$ cat src/rtl/adt7420_pkg.sv
// Shared types and constants for the ADT7420 I2C target emulator.
package adt7420_pkg;

    localparam int unsigned TEMP_W = 13;
    localparam int unsigned PTR_W  = 4;

    localparam logic [6:0] DEV_ADDR_DEFAULT = 7'h4B;
    localparam logic [7:0] ID_VALUE_DEFAULT = 8'hCB;

    localparam logic [PTR_W-1:0] REG_TEMP_MSB = 4'h0;
    localparam logic [PTR_W-1:0] REG_TEMP_LSB = 4'h1;
    localparam logic [PTR_W-1:0] REG_STATUS   = 4'h2;
    localparam logic [PTR_W-1:0] REG_CONFIG   = 4'h3;
    localparam logic [PTR_W-1:0] REG_ID       = 4'hB;

    typedef enum logic [3:0] {
        ST_IDLE,
        ST_ADDR,
        ST_ACK_A,
        ST_WPTR,
        ST_ACK_W,
        ST_WDATA,
        ST_RDATA,
        ST_RACK,
        ST_IDLE_WAIT
    } state_t;

    function automatic logic maj3(input logic a, input logic b, input logic c);
        return (a & b) | (a & c) | (b & c);
    endfunction

endpackage

$ cat src/rtl/adt7420_i2c_target_sync.sv
// SCL/SDA synchronizer, optional 3-sample majority filter (GLITCH_FILTER_EN), and
// registered edge / START / STOP detection.
module i2c_line_sync
    import adt7420_pkg::*;
(
    input  logic clk,
    input  logic reset,
    input  logic scl_in,
    input  logic sda_in,
    output logic scl_rise,
    output logic scl_fall,
    output logic start_det,
    output logic stop_det,
    output logic sda_s
);

    logic [1:0] r_scl_sync;
    logic [1:0] r_sda_sync;
    logic       w_scl;
    logic       w_sda;
    logic       r_scl_prev;
    logic       r_sda_prev;
    logic       r_scl_rise;
    logic       r_scl_fall;
    logic       r_start;
    logic       r_stop;
    logic       r_sda_s;

    // Idle bus is high, so reset to 1 to avoid phantom edges
    always_ff @(posedge clk) begin
        if (reset) begin
            r_scl_sync <= 2'b11;
            r_sda_sync <= 2'b11;
        end else begin
            r_scl_sync <= {r_scl_sync[0], scl_in};
            r_sda_sync <= {r_sda_sync[0], sda_in};
        end
    end

`ifdef GLITCH_FILTER_EN
    logic [1:0] r_scl_hist;
    logic [1:0] r_sda_hist;
    logic       r_scl_filt;
    logic       r_sda_filt;

    always_ff @(posedge clk) begin
        if (reset) begin
            r_scl_hist <= 2'b11;
            r_sda_hist <= 2'b11;
            r_scl_filt <= 1'b1;
            r_sda_filt <= 1'b1;
        end else begin
            r_scl_hist <= {r_scl_hist[0], r_scl_sync[1]};
            r_sda_hist <= {r_sda_hist[0], r_sda_sync[1]};
            r_scl_filt <= maj3(r_scl_sync[1], r_scl_hist[0], r_scl_hist[1]);
            r_sda_filt <= maj3(r_sda_sync[1], r_sda_hist[0], r_sda_hist[1]);
        end
    end

    assign w_scl = r_scl_filt;
    assign w_sda = r_sda_filt;
`else
    assign w_scl = r_scl_sync[1];
    assign w_sda = r_sda_sync[1];
`endif

    always_ff @(posedge clk) begin
        if (reset) begin
            r_scl_prev <= 1'b1;
            r_sda_prev <= 1'b1;
            r_scl_rise <= 1'b0;
            r_scl_fall <= 1'b0;
            r_start    <= 1'b0;
            r_stop     <= 1'b0;
            r_sda_s    <= 1'b1;
        end else begin
            r_scl_prev <= w_scl;
            r_sda_prev <= w_sda;
            r_scl_rise <= w_scl & ~r_scl_prev;
            r_scl_fall <= ~w_scl & r_scl_prev;
            r_start    <= r_sda_prev & ~w_sda & w_scl & r_scl_prev;
            r_stop     <= ~r_sda_prev & w_sda & w_scl & r_scl_prev;
            r_sda_s    <= w_sda;
        end
    end

    assign scl_rise  = r_scl_rise;
    assign scl_fall  = r_scl_fall;
    assign start_det = r_start;
    assign stop_det  = r_stop;
    assign sda_s     = r_sda_s;

endmodule

$ cat src/rtl/adt7420_i2c_target.sv
// I2C target emulating the ADT7420 register interface (temp, status, config, ID).
// Define GLITCH_FILTER_EN to enable majority filtering of SCL/SDA.
module adt7420_i2c_target
    import adt7420_pkg::*;
#(
    parameter logic [6:0] DEV_ADDR = DEV_ADDR_DEFAULT,
    parameter logic [7:0] ID_VALUE = ID_VALUE_DEFAULT
) (
    input  logic              CLK100MHZ,
    input  logic              reset,
    input  logic              scl_in,
    input  logic              sda_in,
    output logic              sda_drive_low,
    input  logic [TEMP_W-1:0] temp_in,
    output logic [7:0]        cfg_reg,
    output logic              busy
);

    logic w_scl_rise;
    logic w_scl_fall;
    logic w_start;
    logic w_stop;
    logic w_sda_s;

    i2c_line_sync u_sync (
        .clk       (CLK100MHZ),
        .reset     (reset),
        .scl_in    (scl_in),
        .sda_in    (sda_in),
        .scl_rise  (w_scl_rise),
        .scl_fall  (w_scl_fall),
        .start_det (w_start),
        .stop_det  (w_stop),
        .sda_s     (w_sda_s)
    );

    state_t             r_state, w_state_nxt;
    logic [3:0]         r_cnt, w_cnt_nxt;
    logic [7:0]         r_shift, w_shift_nxt;
    logic               r_drive, w_drive_nxt;
    logic [PTR_W-1:0]   r_ptr, w_ptr_nxt;
    logic [7:0]         r_cfg, w_cfg_nxt;
    logic               r_busy, w_busy_nxt;
    logic               r_ack_on, w_ack_on_nxt;
    logic               r_rw, w_rw_nxt;
    logic [TEMP_W-1:0]  r_shadow, w_shadow_nxt;
    logic [7:0]         w_byte;
    logic [7:0]         w_rd_data;

    always_comb begin
        w_rd_data = 8'h00;
        case (r_ptr)
            REG_TEMP_MSB: w_rd_data = r_shadow[12:5];
            REG_TEMP_LSB: w_rd_data = {r_shadow[4:0], 3'b000};
            REG_STATUS:   w_rd_data = 8'h00;
            REG_CONFIG:   w_rd_data = r_cfg;
            REG_ID:       w_rd_data = ID_VALUE;
            default:      w_rd_data = 8'h00;
        endcase
    end

    always_ff @(posedge CLK100MHZ) begin
        if (reset) begin
            r_state  <= ST_IDLE;
            r_cnt    <= 4'd0;
            r_shift  <= 8'h00;
            r_drive  <= 1'b0;
            r_ptr    <= 4'h0;
            r_cfg    <= 8'h00;
            r_busy   <= 1'b0;
            r_ack_on <= 1'b0;
            r_rw     <= 1'b0;
            r_shadow <= 13'h0000;
        end else begin
            r_state  <= w_state_nxt;
            r_cnt    <= w_cnt_nxt;
            r_shift  <= w_shift_nxt;
            r_drive  <= w_drive_nxt;
            r_ptr    <= w_ptr_nxt;
            r_cfg    <= w_cfg_nxt;
            r_busy   <= w_busy_nxt;
            r_ack_on <= w_ack_on_nxt;
            r_rw     <= w_rw_nxt;
            r_shadow <= w_shadow_nxt;
        end
    end

    // r_ack_on marks the first half of a two-fall ACK window (drive, then release)
    always_comb begin
        w_state_nxt  = r_state;
        w_cnt_nxt    = r_cnt;
        w_shift_nxt  = r_shift;
        w_drive_nxt  = r_drive;
        w_ptr_nxt    = r_ptr;
        w_cfg_nxt    = r_cfg;
        w_busy_nxt   = r_busy;
        w_ack_on_nxt = r_ack_on;
        w_rw_nxt     = r_rw;
        w_shadow_nxt = r_shadow;
        w_byte       = {r_shift[6:0], w_sda_s};

        if (w_start) begin
            w_state_nxt  = ST_ADDR;
            w_cnt_nxt    = 4'd0;
            w_drive_nxt  = 1'b0;
            w_shadow_nxt = temp_in;
        end else if (w_stop) begin
            w_state_nxt = ST_IDLE;
            w_drive_nxt = 1'b0;
            w_busy_nxt  = 1'b0;
        end else begin
            case (r_state)
                ST_ADDR: begin
                    if (w_scl_rise) begin
                        w_shift_nxt = w_byte;
                        w_cnt_nxt   = r_cnt + 4'd1;
                        if (r_cnt == 4'd7) begin
                            if (w_byte[7:1] == DEV_ADDR) begin
                                w_busy_nxt   = 1'b1;
                                w_rw_nxt     = w_byte[0];
                                w_ack_on_nxt = 1'b0;
                                w_state_nxt  = ST_ACK_A;
                            end else begin
                                w_busy_nxt  = 1'b0;
                                w_state_nxt = ST_IDLE;
                            end
                        end
                    end
                end
                ST_ACK_A: begin
                    if (w_scl_fall) begin
                        if (!r_ack_on) begin
                            w_drive_nxt  = 1'b1;
                            w_ack_on_nxt = 1'b1;
                        end else if (r_rw) begin
                            w_state_nxt = ST_RDATA;
                            w_cnt_nxt   = 4'd0;
                            w_shift_nxt = {w_rd_data[6:0], 1'b0};
                            w_drive_nxt = ~w_rd_data[7];
                        end else begin
                            w_state_nxt = ST_WPTR;
                            w_cnt_nxt   = 4'd0;
                            w_drive_nxt = 1'b0;
                        end
                    end
                end
                ST_WPTR, ST_WDATA: begin
                    if (w_scl_rise) begin
                        w_shift_nxt = w_byte;
                        w_cnt_nxt   = r_cnt + 4'd1;
                        if (r_cnt == 4'd7) begin
                            if (r_state == ST_WPTR) begin
                                w_ptr_nxt = w_byte[3:0];
                            end else begin
                                if (r_ptr == REG_CONFIG) begin
                                    w_cfg_nxt = w_byte;
                                end
                                w_ptr_nxt = r_ptr + 4'd1;
                            end
                            w_ack_on_nxt = 1'b0;
                            w_state_nxt  = ST_ACK_W;
                        end
                    end
                end
                ST_ACK_W: begin
                    if (w_scl_fall) begin
                        if (!r_ack_on) begin
                            w_drive_nxt  = 1'b1;
                            w_ack_on_nxt = 1'b1;
                        end else begin
                            w_drive_nxt = 1'b0;
                            w_cnt_nxt   = 4'd0;
                            w_state_nxt = ST_WDATA;
                        end
                    end
                end
                ST_RDATA: begin
                    if (w_scl_rise) begin
                        w_cnt_nxt = r_cnt + 4'd1;
                    end else if (w_scl_fall) begin
                        if (r_cnt == 4'd8) begin
                            w_drive_nxt  = 1'b0;
                            w_ack_on_nxt = 1'b0;
                            w_state_nxt  = ST_RACK;
                        end else begin
                            w_drive_nxt = ~r_shift[7];
                            w_shift_nxt = {r_shift[6:0], 1'b0};
                        end
                    end
                end
                ST_RACK: begin
                    if (w_scl_rise) begin
                        if (!w_sda_s) begin
                            w_ptr_nxt    = r_ptr + 4'd1;
                            w_ack_on_nxt = 1'b1;
                        end else begin
                            w_state_nxt = ST_IDLE_WAIT;
                        end
                    end else if (w_scl_fall && r_ack_on) begin
                        w_state_nxt = ST_RDATA;
                        w_cnt_nxt   = 4'd0;
                        w_shift_nxt = {w_rd_data[6:0], 1'b0};
                        w_drive_nxt = ~w_rd_data[7];
                    end
                end
                default: begin
                end
            endcase
        end
    end

    assign sda_drive_low = r_drive;
    assign cfg_reg       = r_cfg;
    assign busy          = r_busy;

endmodule

$ cat config.mk
export PLATFORM = sky130hd
export DESIGN_NAME = adt7420_i2c_target
export DESIGN_NICKNAME = d
export VERILOG_FILES = /design/src/rtl/adt7420_pkg.sv /design/src/rtl/adt7420_i2c_target_sync.sv /design/src/rtl/adt7420_i2c_target.sv
export SDC_FILE = /design/constraint.sdc
export NUM_CORES = 1
export LEC_CHECK = 0
export ABC_AREA = 1
export BUFFER_PORTS_ARGS = -buffer_cell sky130_fd_sc_hd__buf_4
export CAP_MARGIN = 10
export CORE_MARGIN = 3
export CORE_UTILIZATION = 54
export CTS_CLUSTER_SIZE = 8
export DETAILED_ROUTE_END_ITERATION = 7
export GPL_ROUTABILITY_DRIVEN = 0
export PLACE_DENSITY = 0.76
export SETUP_SLACK_MARGIN = 0.02
export SLEW_MARGIN = 20
export SYNTH_ARGS = -nofsm -noshare
export SYNTH_HDL_FRONTEND = slang
export SYNTH_SLANG_ARGS = --single-unit
$ cat constraint.sdc
create_clock -name CLK100MHZ -period 1.5 [get_ports CLK100MHZ]
set_input_delay 0.3 -clock CLK100MHZ [delete_from_list [all_inputs] [get_ports CLK100MHZ]]
set_output_delay 0.3 -clock CLK100MHZ [all_outputs]
set_load 0.01 [all_outputs]
==> results.sh <==
export IMPL_status="complete, but fails checks"
export IMPL_violations="design-rule violations, negative setup slack"
export IMPL_cts_hold_buf=0
export IMPL_die_area_sq_um=6560
export IMPL_netlist_area_sq_um=3040
export IMPL_dr_total_vias=4043
export IMPL_hold_path_class="in -> reg"
export IMPL_end_kind="register"
export IMPL_finalSetupTns_ns=-6.61
export IMPL_cts_clk_slew_worst_paths_ns=0.12
export IMPL_power_density_nw_per_um2=952
export IMPL_max_clock_freq_mhz=537
export IMPL_hpwl_um=6860
export IMPL_crit_required_ns=1.76
export IMPL_cts_buffer_depth=2
export IMPL_relSlewSlack=0.720
export IMPL_drive_gt1_frac=0.397
export IMPL_setup_viol=31
export IMPL_largest_reg_flops=13
export IMPL_drv_cap=0
export IMPL_cts_root_buf="clkbuf_8"
export IMPL_drcViolationCount=2
export IMPL_clock_latency_ns=0.33
export IMPL_yosysUniqueCellTypes=32
export IMPL_gr_total_overflow=0
export IMPL_post_drt_wl_per_cell_um=19.5
export IMPL_rr_startpoint="r_state[3]$_SDFFE_PP0P_"
export IMPL_crit_fanout=6
export IMPL_h_tree_depth=2
export IMPL_rsz0062_at_grt="true"
export IMPL_antenna_cells=0
export IMPL_syn_avg_cell_area_sq_um=6.49
export IMPL_leakagePower_nw=2.06
export IMPL_io_buffers=26
export IMPL_rows=26
export IMPL_top_layer="met4"
export IMPL_yosys_top_cells_area="dfxtp_1, nor2_1, nand2_1"
export IMPL_ys_seq_area_frac=0.362
export IMPL_syn_nets=490
export IMPL_hold_start="sda_in"
export IMPL_cts_sinks=55
export IMPL_area_delta_synth_final_pct=52.1
export IMPL_dr_wl_met3_um=1720
export IMPL_wl_met2_um=5520
export IMPL_vdd_drop_max_mv=0.830
export IMPL_die_h_um=81.0
export IMPL_ios=27
export IMPL_clock_skew_ns=0.0171
export IMPL_grt_pass1_vias=3441
export IMPL_hold_viol_final=0
export IMPL_startpoint_type="register"
export IMPL_drv_slew=0
export IMPL_arrival_ns=2.13
export IMPL_dpl_cell_area_sq_um=3910
export IMPL_nets=603
export IMPL_final_cell_area_sq_um=4620
export IMPL_ant_nets=0
export IMPL_viasPerCell=6.20
export IMPL_critical_path_class="reg -> reg"
export IMPL_cts_tree="yes"
export IMPL_cts_buffers_inserted=5
export IMPL_netlist_instances=468
export IMPL_synth_seq_cells=55
export IMPL_routed_wl_um=12700
export IMPL_met1_length_um=4550
export IMPL_finalCritPeriodShare=1.24
export IMPL_grt_pass1_wl_um=16500
export IMPL_yosys_area_top_type_share=0.362
export IMPL_grtUsageTotal=0.325
export IMPL_first_iter_violations=584
export IMPL_tightest_slew_ns=0.415
export IMPL_start_util=0.576
export IMPL_drtPass1Iterations=8
export IMPL_die_w_um=81.0
export IMPL_min_period_ns=1.86
export IMPL_core_area_sq_um=5270
export IMPL_yosys_area_top_type="dfxtp_1"
export IMPL_grt_max_degree=39
export IMPL_setup_ws_ns=-0.363
export IMPL_yosysWarnings=0
export IMPL_antenna_found_initial=0
export IMPL_startpoint="r_state[3]$_SDFFE_PP0P_"
## timing repair
item,in CTS,in global routing
resized for setup,51,50
cloned,2,0
pin swaps,24,25
endpoints found under the setup margin,32,32
buffers inserted,12,12
hold endpoints to repair,0,0
## layer usage
layer,track usage,vias to the layer above
met5,0,-
met3,0.0776,126
li1,-,1754
met2,0.510,385
met1,0.420,1778
met4,0.154,0
## through the flow
| stage | setup slack, ns | hold WS, ns | std cells | utilization | total power, mW |
|---|---|---|---|---|---|
| floorplan | -0.0636 | 0.389 | 468 | - | 2.41 |
| global placement | -0.123 | 0.393 | 618 | 0.742 | 2.84 |
| detailed placement | -0.151 | 0.406 | 618 | 0.742 | 2.88 |
| CTS | -0.132 | 0.163 | 640 | 0.827 | 4.11 |
| global route | -0.361 | 0.156 | 652 | 0.877 | 4.54 |
| finish | -0.363 | 0.155 | 652 | 0.877 | 4.40 |
## worst max-delay path, cell delays in order, from the launching register on
cell and delay [ns]:
dfxtp_4 0.44, inv_4 0.06, buf_4 0.14, nand3_2 0.14, nor2_4 0.07, buf_4 0.13, buf_4 0.13, nand3_1 0.08
nand3_1 0.08, nor2_1 0.19, nand3_1 0.16, a21oi_1 0.17
## cell type report
cell class | instances | area (sq um)
flip-flops and latches | 55 | 1130
repair buffers | 121 | 1050
clock inverters | 2 | 38.8
multi-input cells | 350 | 2040
clock buffers | 6 | 82.6
inverters | 48 | 195
well taps | 70 | 87.6
fillers | 267 | 649
## synth_stat cells
master and count:
inv_2 6, nand2_1 87, nand4_1 14, o21ai_1 1, nor4_4 1, nor2_1 90, buf_6 1, nor3_1 7
nand3_1 33, o31ai_1 1, o211ai_1 1, inv_1 42, nor2_4 2, nor3_4 1, nand3_2 1, a31oi_1 1
a21oi_1 31, o21ai_0 47, nor2_2 5, buf_2 4, or2_2 4, xnor2_1 1, nor4_1 1, a211oi_1 2
nand3b_1 1, dfxtp_1 55, clkbuf_1 10, nand2_2 8, nand2_4 1, o21ai_2 1, ha_1 5, o21a_1 3
## placed cells by master (no fill, tap or decap), types with 2 or more instances in the layout
cell | synthesis | routed
buf_4 | 0 | 104
nor2_1 | 90 | 77
nand2_1 | 87 | 74
dfxtp_1 | 55 | 45
o21ai_0 | 47 | 39
inv_1 | 42 | 36
nand3_1 | 33 | 26
a21oi_1 | 31 | 18
nand4_1 | 14 | 14
a21oi_2 | 0 | 13
nand2_4 | 1 | 12
nor2_4 | 2 | 12
nand2_2 | 8 | 10
buf_6 | 1 | 10
nor2_2 | 5 | 8
inv_2 | 6 | 7
dfxtp_4 | 0 | 7
nand3_2 | 1 | 6
o21ai_1 | 1 | 6
clkbuf_8 | 0 | 6
nor3_1 | 7 | 5
buf_12 | 0 | 5
or2_2 | 4 | 4
inv_4 | 0 | 4
o21ai_2 | 1 | 3
o21a_1 | 3 | 3
dfxtp_2 | 0 | 3
inv_6 | 0 | 2
nand3_4 | 0 | 2
nor3_4 | 1 | 2
ha_4 | 0 | 2
ha_1 | 5 | 2
## report_power, final
group / total [mW] / internal [mW] / switching, mW
registers: 1.71 / 1.58 / 0.127
clock network: 1.09 / 0.551 / 0.543
logic: 1.59 / 0.699 / 0.894
## path summary, 6_finish.rpt
| check | slack (ns) | cells past startpoint | end |
|---|---|---|---|
| worst max register to register | -0.36 | 11 | r_state[0]$_SDFFE_PP0P_ |
| worst min register to register | 0.42 | 1 | u_sync.r_sda_sync[1]$_SDFF_PP1_ |
| worst max-delay path | -0.36 | 11 | r_state[0]$_SDFFE_PP0P_ |
| worst min-delay path | 0.15 | 2 | u_sync.r_sda_sync[0]$_SDFF_PP1_ |
## cells by family (layout without fill, tap and decap cells)
| logic type | after synthesis | after routing | synth area share |
|---|---|---|---|
| flip-flops | 55 | 55 | 0.362 |
| buffers and inverters | 63 | 177 | 0.0820 |
| XOR/XNOR | 1 | 1 | 0.00288 |
| adder cells (fa/ha/maj) | 5 | 5 | 0.0206 |
| AND/OR/NAND/NOR | 256 | 256 | 0.380 |
| AO/OA/AOI/OAI | 88 | 88 | 0.152 |
Note: power is estimated with default switching activity, not from simulation.
